$ cat config.mk
export PLATFORM = sky130hd
export DESIGN_NAME = bcd_mmss_display
export DESIGN_NICKNAME = d
export VERILOG_FILES = /design/src/rtl/bcd_mmss_pkg.sv /design/src/rtl/bcd_mmss_display_seg7_bcd_decode.sv /design/src/rtl/bcd_mmss_display.sv
export SDC_FILE = /design/constraint.sdc
export NUM_CORES = 1
export LEC_CHECK = 0
export CORE_MARGIN = 2
export CORE_UTILIZATION = 35
export CTS_CLUSTER_SIZE = 28
export DETAILED_ROUTE_END_ITERATION = 6
export GPL_TIMING_DRIVEN = 1
export PLACE_DENSITY = 0.53
export SLEW_MARGIN = 20
export SYNTH_ARGS = -nofsm -noshare
export SYNTH_HDL_FRONTEND = slang
export SYNTH_HIERARCHICAL = 1
export SYNTH_SLANG_ARGS = --single-unit
export TNS_END_PERCENT = 10
$ cat constraint.sdc
create_clock -name CLK -period 5.65 [get_ports CLK]
set_input_delay 0.8475 -clock CLK [delete_from_list [all_inputs] [get_ports CLK]]
set_output_delay 0.8475 -clock CLK [all_outputs]
set_load 0.01 [all_outputs]
$ cat src/rtl/bcd_mmss_pkg.sv
// Shared definitions for the MM:SS counter/display block: active-low
// segment codes, BCD digit limits, digit-index and run-state types, and
// small digit helpers used by the counter chain.
package bcd_mmss_pkg;

   // Active-low segment codes {g,f,e,d,c,b,a}
   localparam logic [6:0] SEG_0 = 7'h40;
   localparam logic [6:0] SEG_1 = 7'h79;
   localparam logic [6:0] SEG_2 = 7'h24;
   localparam logic [6:0] SEG_3 = 7'h30;
   localparam logic [6:0] SEG_4 = 7'h19;
   localparam logic [6:0] SEG_5 = 7'h12;
   localparam logic [6:0] SEG_6 = 7'h02;
   localparam logic [6:0] SEG_7 = 7'h78;
   localparam logic [6:0] SEG_8 = 7'h00;
   localparam logic [6:0] SEG_9 = 7'h10;
   localparam logic [7:0] SEG_BLANK = 8'hFF;

   localparam logic [3:0] ONES_MAX = 4'd9;
   localparam logic [3:0] TENS_MAX = 4'd5;

   typedef logic [1:0] digit_idx_t;

   typedef enum logic {
      RUN_STOPPED = 1'b0,
      RUN_ACTIVE  = 1'b1
   } run_state_t;

   // Digit positions 1 and 3 are tens digits (0-5), 0 and 2 are ones (0-9)
   function automatic logic [3:0] digit_max(input int unsigned pos);
      return ((pos % 2) == 1) ? TENS_MAX : ONES_MAX;
   endfunction

   function automatic logic [3:0] clamp_digit(input logic [3:0] d, input logic [3:0] max);
      return (d > max) ? max : d;
   endfunction

   // One BCD step with wrap at the digit's range ends
   function automatic logic [3:0] step_digit(input logic [3:0] d, input logic [3:0] max,
                                             input logic down);
      if (down) return (d == 4'd0) ? max : d - 4'd1;
      else      return (d == max)  ? 4'd0 : d + 4'd1;
   endfunction

endpackage

$ cat src/rtl/bcd_mmss_display_seg7_bcd_decode.sv
// seg7_bcd_decode: combinational BCD digit to active-low 7-segment code.
// Ports:
//   digit - 4-bit BCD input
//   seg   - {g,f,e,d,c,b,a}, active-low; codes 10-15 give all segments off
module seg7_bcd_decode
   import bcd_mmss_pkg::*;
(
   input  logic [3:0] digit,
   output logic [6:0] seg
);

   always_comb begin
      seg = SEG_BLANK[6:0];
      case (digit)
         4'd0:    seg = SEG_0;
         4'd1:    seg = SEG_1;
         4'd2:    seg = SEG_2;
         4'd3:    seg = SEG_3;
         4'd4:    seg = SEG_4;
         4'd5:    seg = SEG_5;
         4'd6:    seg = SEG_6;
         4'd7:    seg = SEG_7;
         4'd8:    seg = SEG_8;
         4'd9:    seg = SEG_9;
         default: seg = SEG_BLANK[6:0];
      endcase
   end

endmodule

$ cat src/rtl/bcd_mmss_display.sv
// bcd_mmss_display: four-digit MM:SS up/down counter with run/stop toggle,
// clamped BCD preset, terminal-count pulse and a scanned common-anode
// 7-segment driver (segments and anodes active-low).
// Ports:
//   CLK      - clock
//   RESET    - synchronous active-high reset
//   DEC      - 1 = count down, 0 = count up
//   START    - one-cycle pulse, toggles run state
//   LOAD     - one-cycle pulse, presets count from LOAD_VAL
//   LOAD_VAL - BCD {min_tens, min_ones, sec_tens, sec_ones}
//   RUN      - registered run state
//   TC       - one-cycle terminal-count pulse
//   COUNT    - current BCD count, same packing as LOAD_VAL
//   LED      - {dp,g,f,e,d,c,b,a}, active-low
//   SA       - one-hot anode select, active-low, SA[0] = sec_ones
module bcd_mmss_display
   import bcd_mmss_pkg::*;
#(
   parameter int unsigned TICK_DIV  = 100_000_000,
   parameter int unsigned SCAN_DIV  = 4096,
   parameter bit          WRAP_DOWN = 1'b1,
   parameter bit          BLANK_LZ  = 1'b0
)(
   input  logic        CLK,
   input  logic        RESET,
   input  logic        DEC,
   input  logic        START,
   input  logic        LOAD,
   input  logic [15:0] LOAD_VAL,
   output logic        RUN,
   output logic        TC,
   output logic [15:0] COUNT,
   output logic [7:0]  LED,
   output logic [3:0]  SA
);

   localparam int unsigned PW = $clog2(TICK_DIV);
   localparam int unsigned SW = $clog2(SCAN_DIV);
   localparam logic [PW-1:0] TICK_LAST = PW'(TICK_DIV - 1);
   localparam logic [SW-1:0] SCAN_LAST = SW'(SCAN_DIV - 1);

   logic [15:0]   count_q, count_n;
   logic [PW-1:0] presc_q, presc_n;
   run_state_t    run_q, run_n;
   logic          tc_q, tc_n;
   logic [SW-1:0] scan_q, scan_n;
   digit_idx_t    idx_q, idx_n;
   logic [7:0]    led_q, led_n;
   logic [3:0]    sa_q, sa_n;

   logic [3:0] dig [4];
   logic [3:0] at_limit;
   logic [3:0] adv;
   logic       step, wrap, hold_zero;
   logic [3:0] sel_digit;
   logic [6:0] sel_seg;

   always_comb begin
      for (int unsigned i = 0; i < 4; i++) begin
         dig[i] = count_q[4*i +: 4];
      end
   end

   // A digit is at its limit when the next step in the current direction wraps it
   always_comb begin
      for (int unsigned i = 0; i < 4; i++) begin
         at_limit[i] = DEC ? (dig[i] == 4'd0) : (dig[i] == digit_max(i));
      end
   end

   // Ripple chain: a digit advances when every lower digit wraps
   assign adv[0]    = 1'b1;
   assign adv[1]    = at_limit[0];
   assign adv[2]    = &at_limit[1:0];
   assign adv[3]    = &at_limit[2:0];
   assign wrap      = &at_limit;
   assign step      = (run_q == RUN_ACTIVE) && (presc_q == TICK_LAST);
   // Non-wrapping down count freezes at 00:00 and drops out of run
   assign hold_zero = DEC && wrap && !WRAP_DOWN;

   always_comb begin
      count_n = count_q;
      presc_n = presc_q;
      run_n   = run_q;
      tc_n    = 1'b0;

      if (START) begin
         run_n = (run_q == RUN_ACTIVE) ? RUN_STOPPED : RUN_ACTIVE;
      end

      if (LOAD) begin
         count_n = {clamp_digit(LOAD_VAL[15:12], TENS_MAX),
                    clamp_digit(LOAD_VAL[11:8],  ONES_MAX),
                    clamp_digit(LOAD_VAL[7:4],   TENS_MAX),
                    clamp_digit(LOAD_VAL[3:0],   ONES_MAX)};
         presc_n = '0;
      end else if (step) begin
         presc_n = '0;
         tc_n    = wrap;
         if (hold_zero) begin
            run_n = RUN_STOPPED;
         end else begin
            for (int unsigned i = 0; i < 4; i++) begin
               if (adv[i]) count_n[4*i +: 4] = step_digit(dig[i], digit_max(i), DEC);
            end
         end
      end else if (run_q == RUN_ACTIVE) begin
         presc_n = presc_q + PW'(1);
      end else begin
         presc_n = '0;
      end

      // Leaving run always parks the prescaler so a restart gets a full period
      if (run_n == RUN_STOPPED) presc_n = '0;
   end

   // Scan divider and digit index, free-running
   always_comb begin
      scan_n = (scan_q == SCAN_LAST) ? '0 : scan_q + SW'(1);
      idx_n  = (scan_q == SCAN_LAST) ? idx_q + 2'd1 : idx_q;
   end

   assign sel_digit = dig[idx_q];

   seg7_bcd_decode u_decode (
      .digit (sel_digit),
      .seg   (sel_seg)
   );

   // Colon dp is lit only beside min_ones (index 2)
   always_comb begin
      sa_n = ~(4'b0001 << idx_q);
      if (BLANK_LZ && (idx_q == 2'd3) && (dig[3] == 4'd0)) led_n = SEG_BLANK;
      else                                                  led_n = {(idx_q != 2'd2), sel_seg};
   end

   always_ff @(posedge CLK) begin
      if (RESET) begin
         count_q <= '0;
         presc_q <= '0;
         run_q   <= RUN_STOPPED;
         tc_q    <= 1'b0;
         scan_q  <= '0;
         idx_q   <= '0;
         led_q   <= {1'b1, SEG_0};
         sa_q    <= 4'b1110;
      end else begin
         count_q <= count_n;
         presc_q <= presc_n;
         run_q   <= run_n;
         tc_q    <= tc_n;
         scan_q  <= scan_n;
         idx_q   <= idx_n;
         led_q   <= led_n;
         sa_q    <= sa_n;
      end
   end

   assign COUNT = count_q;
   assign RUN   = (run_q == RUN_ACTIVE);
   assign TC    = tc_q;
   assign LED   = led_q;
   assign SA    = sa_q;

endmodule

# After elaboration in Yosys (flattened, before gate mapping)
# Memories as Yosys holds them, arrays and structs flattened. A register that Yosys moved wholly into a read port is not among the register bits.
# Cells that the tools add are included.
dict set report totals {
  input_bits 21
  rom_bits 112
  register_bits 71
  n_memories 1
}
# name depth width read_ports rd_ports_with_merged_regs wr line_no
set memory_table {}
lappend memory_table {{(no name shown)} 16 7 1 1 0 bcd_mmss_display_seg7_bcd_decode.sv:14} ;# case (digit)
dict set report op_classes {
  order_cmp 5
  shifts 1
  reduce_logical 18
  muxes 30
  n_eq_ne 7
  n_bitwise 5
  add_sub_neg 11
}
# operator n
set ops {}
lappend ops {{4-bit 2-to-1 mux} 21}
lappend ops {{16-bit 2-to-1 mux} 2}
lappend ops {{27-bit by 1-bit adder with 27-bit output, second input constant} 1}
lappend ops {{27-bit == test, second input constant} 1}
lappend ops {{4-bit by 1-bit adder with 4-bit output, second input constant} 4}
lappend ops {{4-bit zero test} 4}
lappend ops {{4-bit by 1-bit subtractor with 4-bit output, second input constant} 4}
lappend ops {{12-bit by 1-bit adder with 12-bit output, second input constant} 1}
lappend ops {{12-bit == test, second input constant} 1}
lappend ops {{4-bit binary-select mux with 2-bit select} 1}
lappend ops {{4-bit by 3-bit == test with 1-bit output, second input constant} 2}
lappend ops {{4-bit == test, second input constant} 2}
lappend ops {{4-bit by 3-bit > comparator with 1-bit output, second input constant} 2}
lappend ops {{4-bit > comparator, second input constant} 2}
lappend ops {{2-bit AND reduction} 4}
lappend ops {{2-bit nonzero test} 4}
lappend ops {{1-bit 2-to-1 mux} 6}
lappend ops {{5-bit OR reduction} 1}
lappend ops {{4-bit inverter} 1}
lappend ops {{4-bit AND reduction} 1}
lappend ops {{1-bit by 2-bit left shift with 4-bit output, first input constant} 1}
lappend ops {{3-bit >= comparator, second input constant} 1}
lappend ops {{1-bit inverter} 3}
lappend ops {{2-bit inverter with 3-bit output} 1}
lappend ops {{other kinds (6)} 6}

# Longest topological paths before layout
dict set report depth {
  ltp_word 6
  mapped_depth 8
  mapped_depth_nobuf 7
}

# Cells and area by module
# Netlist, hierarchy kept.
# mod seq_area_each_um2 area_each_um2 n_inst cells_each
set modules_own_cells {}
lappend modules_own_cells {bcd_mmss_display 1401.3 3788.6 1 432}
lappend modules_own_cells {seg7_bcd_decode 0.0 210.2 1 33}

# Least setup slack after synthesis
# No wires, ideal clock.
dict set report synth_path {
  kind {input port to flip-flop}
  startpoint {input port DEC}
  endpoint {register count_q[14], in the netlist COUNT[14]}
  cell_stages 5
  t_arrival_ns 2.048
  setup_time_ns 0.122
  slack_ns 3.479
  n_path_buf 0
  required_ns 5.528
  cell_sequence {nor3b_1 o221ai_1 nor4_4 nor4b_1 a311o_1}
}
dict set report synth_between {
  elab_chain_cells 4
  word_cells_on_any_way 10
  cone_classes {mux (7); reduce/logical (3)}
}
# element line_no
set synth_rtl {}
lappend synth_rtl {{from (decl)} bcd_mmss_display.sv:26} ;# input logic DEC,
lappend synth_rtl {{1-bit 2-to-1 mux / 4-bit 2-to-1 mux (equally long branches)} {bcd_mmss_display.sv:67, bcd_mmss_pkg.sv:41}}
lappend synth_rtl {{3-bit AND reduction / 4-bit 2-to-1 mux (equally long branches)} {bcd_mmss_display.sv:75, bcd_mmss_display.sv:104}}
lappend synth_rtl {{2-bit nonzero test (no source line) / 16-bit 2-to-1 mux (equally long branches)} --}
lappend synth_rtl {{2-bit AND reduction (no source line) / 16-bit 2-to-1 mux (equally long branches)} --}
lappend synth_rtl {{to (signal assigned)} bcd_mmss_display.sv:148} ;# count_q <= count_n;
lappend synth_rtl {{to (decl)} bcd_mmss_display.sv:42} ;# logic [15:0] count_q, count_n;
# Parallel ways exist; a longest one is shown, timed or not. The select of a mux whose other input is x is not followed.
# A chain may end at the register's enable or synchronous reset.

# Worst setup path in the final report
dict set report layout_path {
  startpoint {input port DEC}
  endpoint {register count_q[4], in the netlist COUNT[4]}
}
dict set report layout_between {
  elab_chain_cells 4
  word_cells_on_any_way 7
  cone_classes {mux (5); reduce/logical (2)}
}
# element line_no
set layout_rtl {}
lappend layout_rtl {{4-bit 2-to-1 mux} bcd_mmss_pkg.sv:41} ;# if (down) return (d == 4'd0) ? max : d - 4'd1;
lappend layout_rtl {{4-bit 2-to-1 mux} bcd_mmss_display.sv:104} ;# if (adv[i]) count_n[4*i +: 4] = step_digit(dig[i], digit_max(i), DEC);
lappend layout_rtl {{16-bit 2-to-1 mux} bcd_mmss_display.sv:97} ;# end else if (step) begin
lappend layout_rtl {{16-bit 2-to-1 mux} bcd_mmss_display.sv:91} ;# if (LOAD) begin
# Parallel ways exist; a longest one is shown, timed or not. The select of a mux whose other input is x is not followed.

==> out/metrics.yaml <==
run_status: "finished clean"
rr_worst_depth: 6
synth_top_area_share_pct: 35.0
dieWidth_um: 111
overflow: 0
hold_class: "register to register"
setup_viol: 0
syn_inst: 465
dp_hpwl_um: 7030
root_buffer: "clkbuf_16"
yosys_warnings: 6
synth.ff_latch_count: 70
gp_congestion: 0.804
cts_setup_buffers: 0
grt_pass1_wl_um: 16300
p_per_area_mw_per_mm2: 254
worstHoldPathCells: 1
syn-cell-area_mm2: 0.00400
syn_nets: 497
drt_iter0_drc: 145
slew_headroom_pct: 40.9
hold_violations: 0
ctsHoldBuffers: 0
synth_edf_count: 0
cp_slowest_cell: "clkdlybuf4s50_1"
path_cells: "clkdlybuf4s50_1 > nor3b_1 > o21ai_0 > nor4_1 > xnor2_1 > a211oi_1"
yosysSeqAreaShare_pct: 35.0
yosys.area.top_type: "dfxtp_1"
wl_met2_um: 4580
cts_buffer_depth: 2
arrival_ns: 3.42
worstSkewPairLatency_ns: 0.33
setup_ws_ns: 2.47
tns_ns: 0
start_util_pct: 35.5
vias: 3442
total_power_mw: 1.23
cts.sinks: 70
final_nets: 536
syn_avg_cell_area_um2: 8.60
fin_crit_sh_pct: 56.2
htree_levels: 3
area_growth_syn_to_layout_pct: 20.9
synth_area_leaders: "dfxtp_1 35%, nor2_1 6.3%, xnor2_1 5.5%"
grt_max_degree: 29
gr-usage-all-layers_pct: 16.2
end_kind: "register"
cts_resized: 0
numCtsBuffers: 9
wirelength_um: 9610
io_pins: 51
fin_skew_ns: 0.00828
die_h_um: 111
cp.required_ns: 5.89
die_area_mm2: 0.0123
diodes: 0
grt_pass1_vias: 3286
final_core_util_pct: 42.9
portBuffers: 50
row_count: 39
antenna_found_initial: 0
peakVddDrop_mv: 0.128
yosys-top-cells-count: "70 x dfxtp_1, 67 x nor2_1, 25 x xnor2_1"
ys_async_sr_fraction_pct: 0
rsz0062_at_grt: "no"
cap_violations: 0
path_class: "primary input to register"
fillers: 1124
wl_met1_um: 4440
pre_cts_ws_ns: 2.13
drive_above_1_share_pct: 8.86
core_mm2: 0.0113
fin_crit_ns: 3.18
synth_flop_cell: "dfxtp_1"
highest_layer: "met4"
clk_pin_slew_ns: 0.06
synth.most_common_cell: "dfxtp_1"
wl_per_cell_um: 14.8
clock.fmax_ghz: 0.315
max_stage_delay_ns: 1.05
avgViaCountPerCell: 5.29
crit_path_start_kind: "primary input"
cts_tree: "done"
antenna_left: 0
dr.pass1.iters: 4
slew_violations: 0
ys_types: 76
power.leakage_nw: 1.60
route.met3.wl_um: 353
worstPathMaxFanout: 28
drc: 0
worst_slew_pin_slew_ns: 0.884
==> placed cells by master, fill, tap and decap left out, types with 3 or more instances in the layout <==
cell | netlist | layout
clkbuf_16 | 0 | 9
o21ai_0 | 22 | 22
and3_1 | 6 | 6
nand2b_1 | 11 | 11
nor4b_1 | 3 | 3
a211oi_1 | 8 | 8
a21oi_1 | 9 | 9
or2_2 | 3 | 3
or3_1 | 3 | 3
o221ai_1 | 4 | 4
nor3b_1 | 6 | 6
ha_1 | 11 | 11
clkdlybuf4s50_1 | 0 | 50
inv_1 | 19 | 19
and3b_2 | 3 | 3
nand3b_1 | 4 | 4
nand4_1 | 12 | 12
a31oi_1 | 5 | 5
o2111ai_1 | 3 | 3
o311a_1 | 3 | 3
nor2_1 | 67 | 67
dfxtp_1 | 70 | 70
nor2b_1 | 11 | 11
nand2_1 | 24 | 24
xnor2_1 | 25 | 25
nand3_1 | 11 | 11
mux4_2 | 4 | 4
nor4_1 | 9 | 9
nor3_1 | 9 | 9
mux2i_1 | 6 | 6
xor2_1 | 18 | 18
==> through the flow <==
step	cells	cell area, µm²	hold WS (ns)
3_5_place_dp	636	4550	0.457
6_report	651	4830	0.461
2_1_floorplan	465	4000	0.430
3_3_place_gp	636	4550	0.444
4_1_cts	651	4830	0.468
5_1_grt	651	4830	0.485
==> state kept, by name, indices dropped and copies added (netlist names) <==
name / flops
COUNT: 16
LED: 8
RUN: 1
SA: 3
TC: 1
idx_q: 2
presc_q: 27
scan_q: 12
==> final cells by class <==
cell class | instances | area, µm² | area share (%)
Tap cell | 143 | 179 | 3.70
Timing Repair Buffer | 52 | 515 | 10.7
Multi-Input combinational cell | 351 | 2370 | 49.1
Sequential cell | 70 | 1400 | 29.0
Inverter | 20 | 75.1 | 1.55
Clock buffer | 9 | 225 | 4.66
Clock inverter | 6 | 63.8 | 1.32
==> report_power, final <==
| part | internal (mW) | total (mW) | switching [mW] |
|---|---|---|---|
| Clock | 0.338 | 0.555 | 0.217 |
| Sequential | 0.508 | 0.532 | 0.0245 |
| Combinational | 0.0748 | 0.140 | 0.0653 |
==> final timing paths <==
path | from | to | slack, ns
worst max-delay path | DEC | COUNT[4]$_SDFFE_PP0P_ | 2.47
worst min register to register | scan_q[0]$_SDFF_PP0_ | scan_q[0]$_SDFF_PP0_ | 0.46
worst min-delay path | scan_q[0]$_SDFF_PP0_ | scan_q[0]$_SDFF_PP0_ | 0.46
worst max register to register | presc_q[0]$_SDFF_PP0_ | presc_q[22]$_SDFF_PP0_ | 3.17
==> cells by family (layout without fill, tap and decap cells) <==
| logic type | Yosys count | count (layout) | share of synthesized area (%) |
|---|---|---|---|
| adder cells (fa/ha/maj) | 11 | 11 | 3.44 |
| XOR/XNOR | 43 | 43 | 9.42 |
| AND/OR/NAND/NOR | 209 | 209 | 29.2 |
| flip-flops | 70 | 70 | 35.0 |
| buffers and inverters | 44 | 87 | 5.57 |
| multiplexers | 11 | 11 | 4.04 |
| AO/OA/AOI/OAI | 77 | 77 | 13.3 |
==> routing by layer <==
layer / GRT usage (%) / up-vias
met1: 20.4 / 1631
li1: - / 1725
met2: 27.0 / 68
met3: 2.84 / 18
met5: 0 / -
met4: 7.58 / 0
==> worst max-delay path: cells and delay by family <==
kind                   cells  cell delay, ns
XOR/XNOR                   1            0.13
buffers and inverters      1            1.05
AND/OR/NAND/NOR            2            0.93
AO/OA/AOI/OAI              2            0.46
Power figures use the tool's default switching activity.
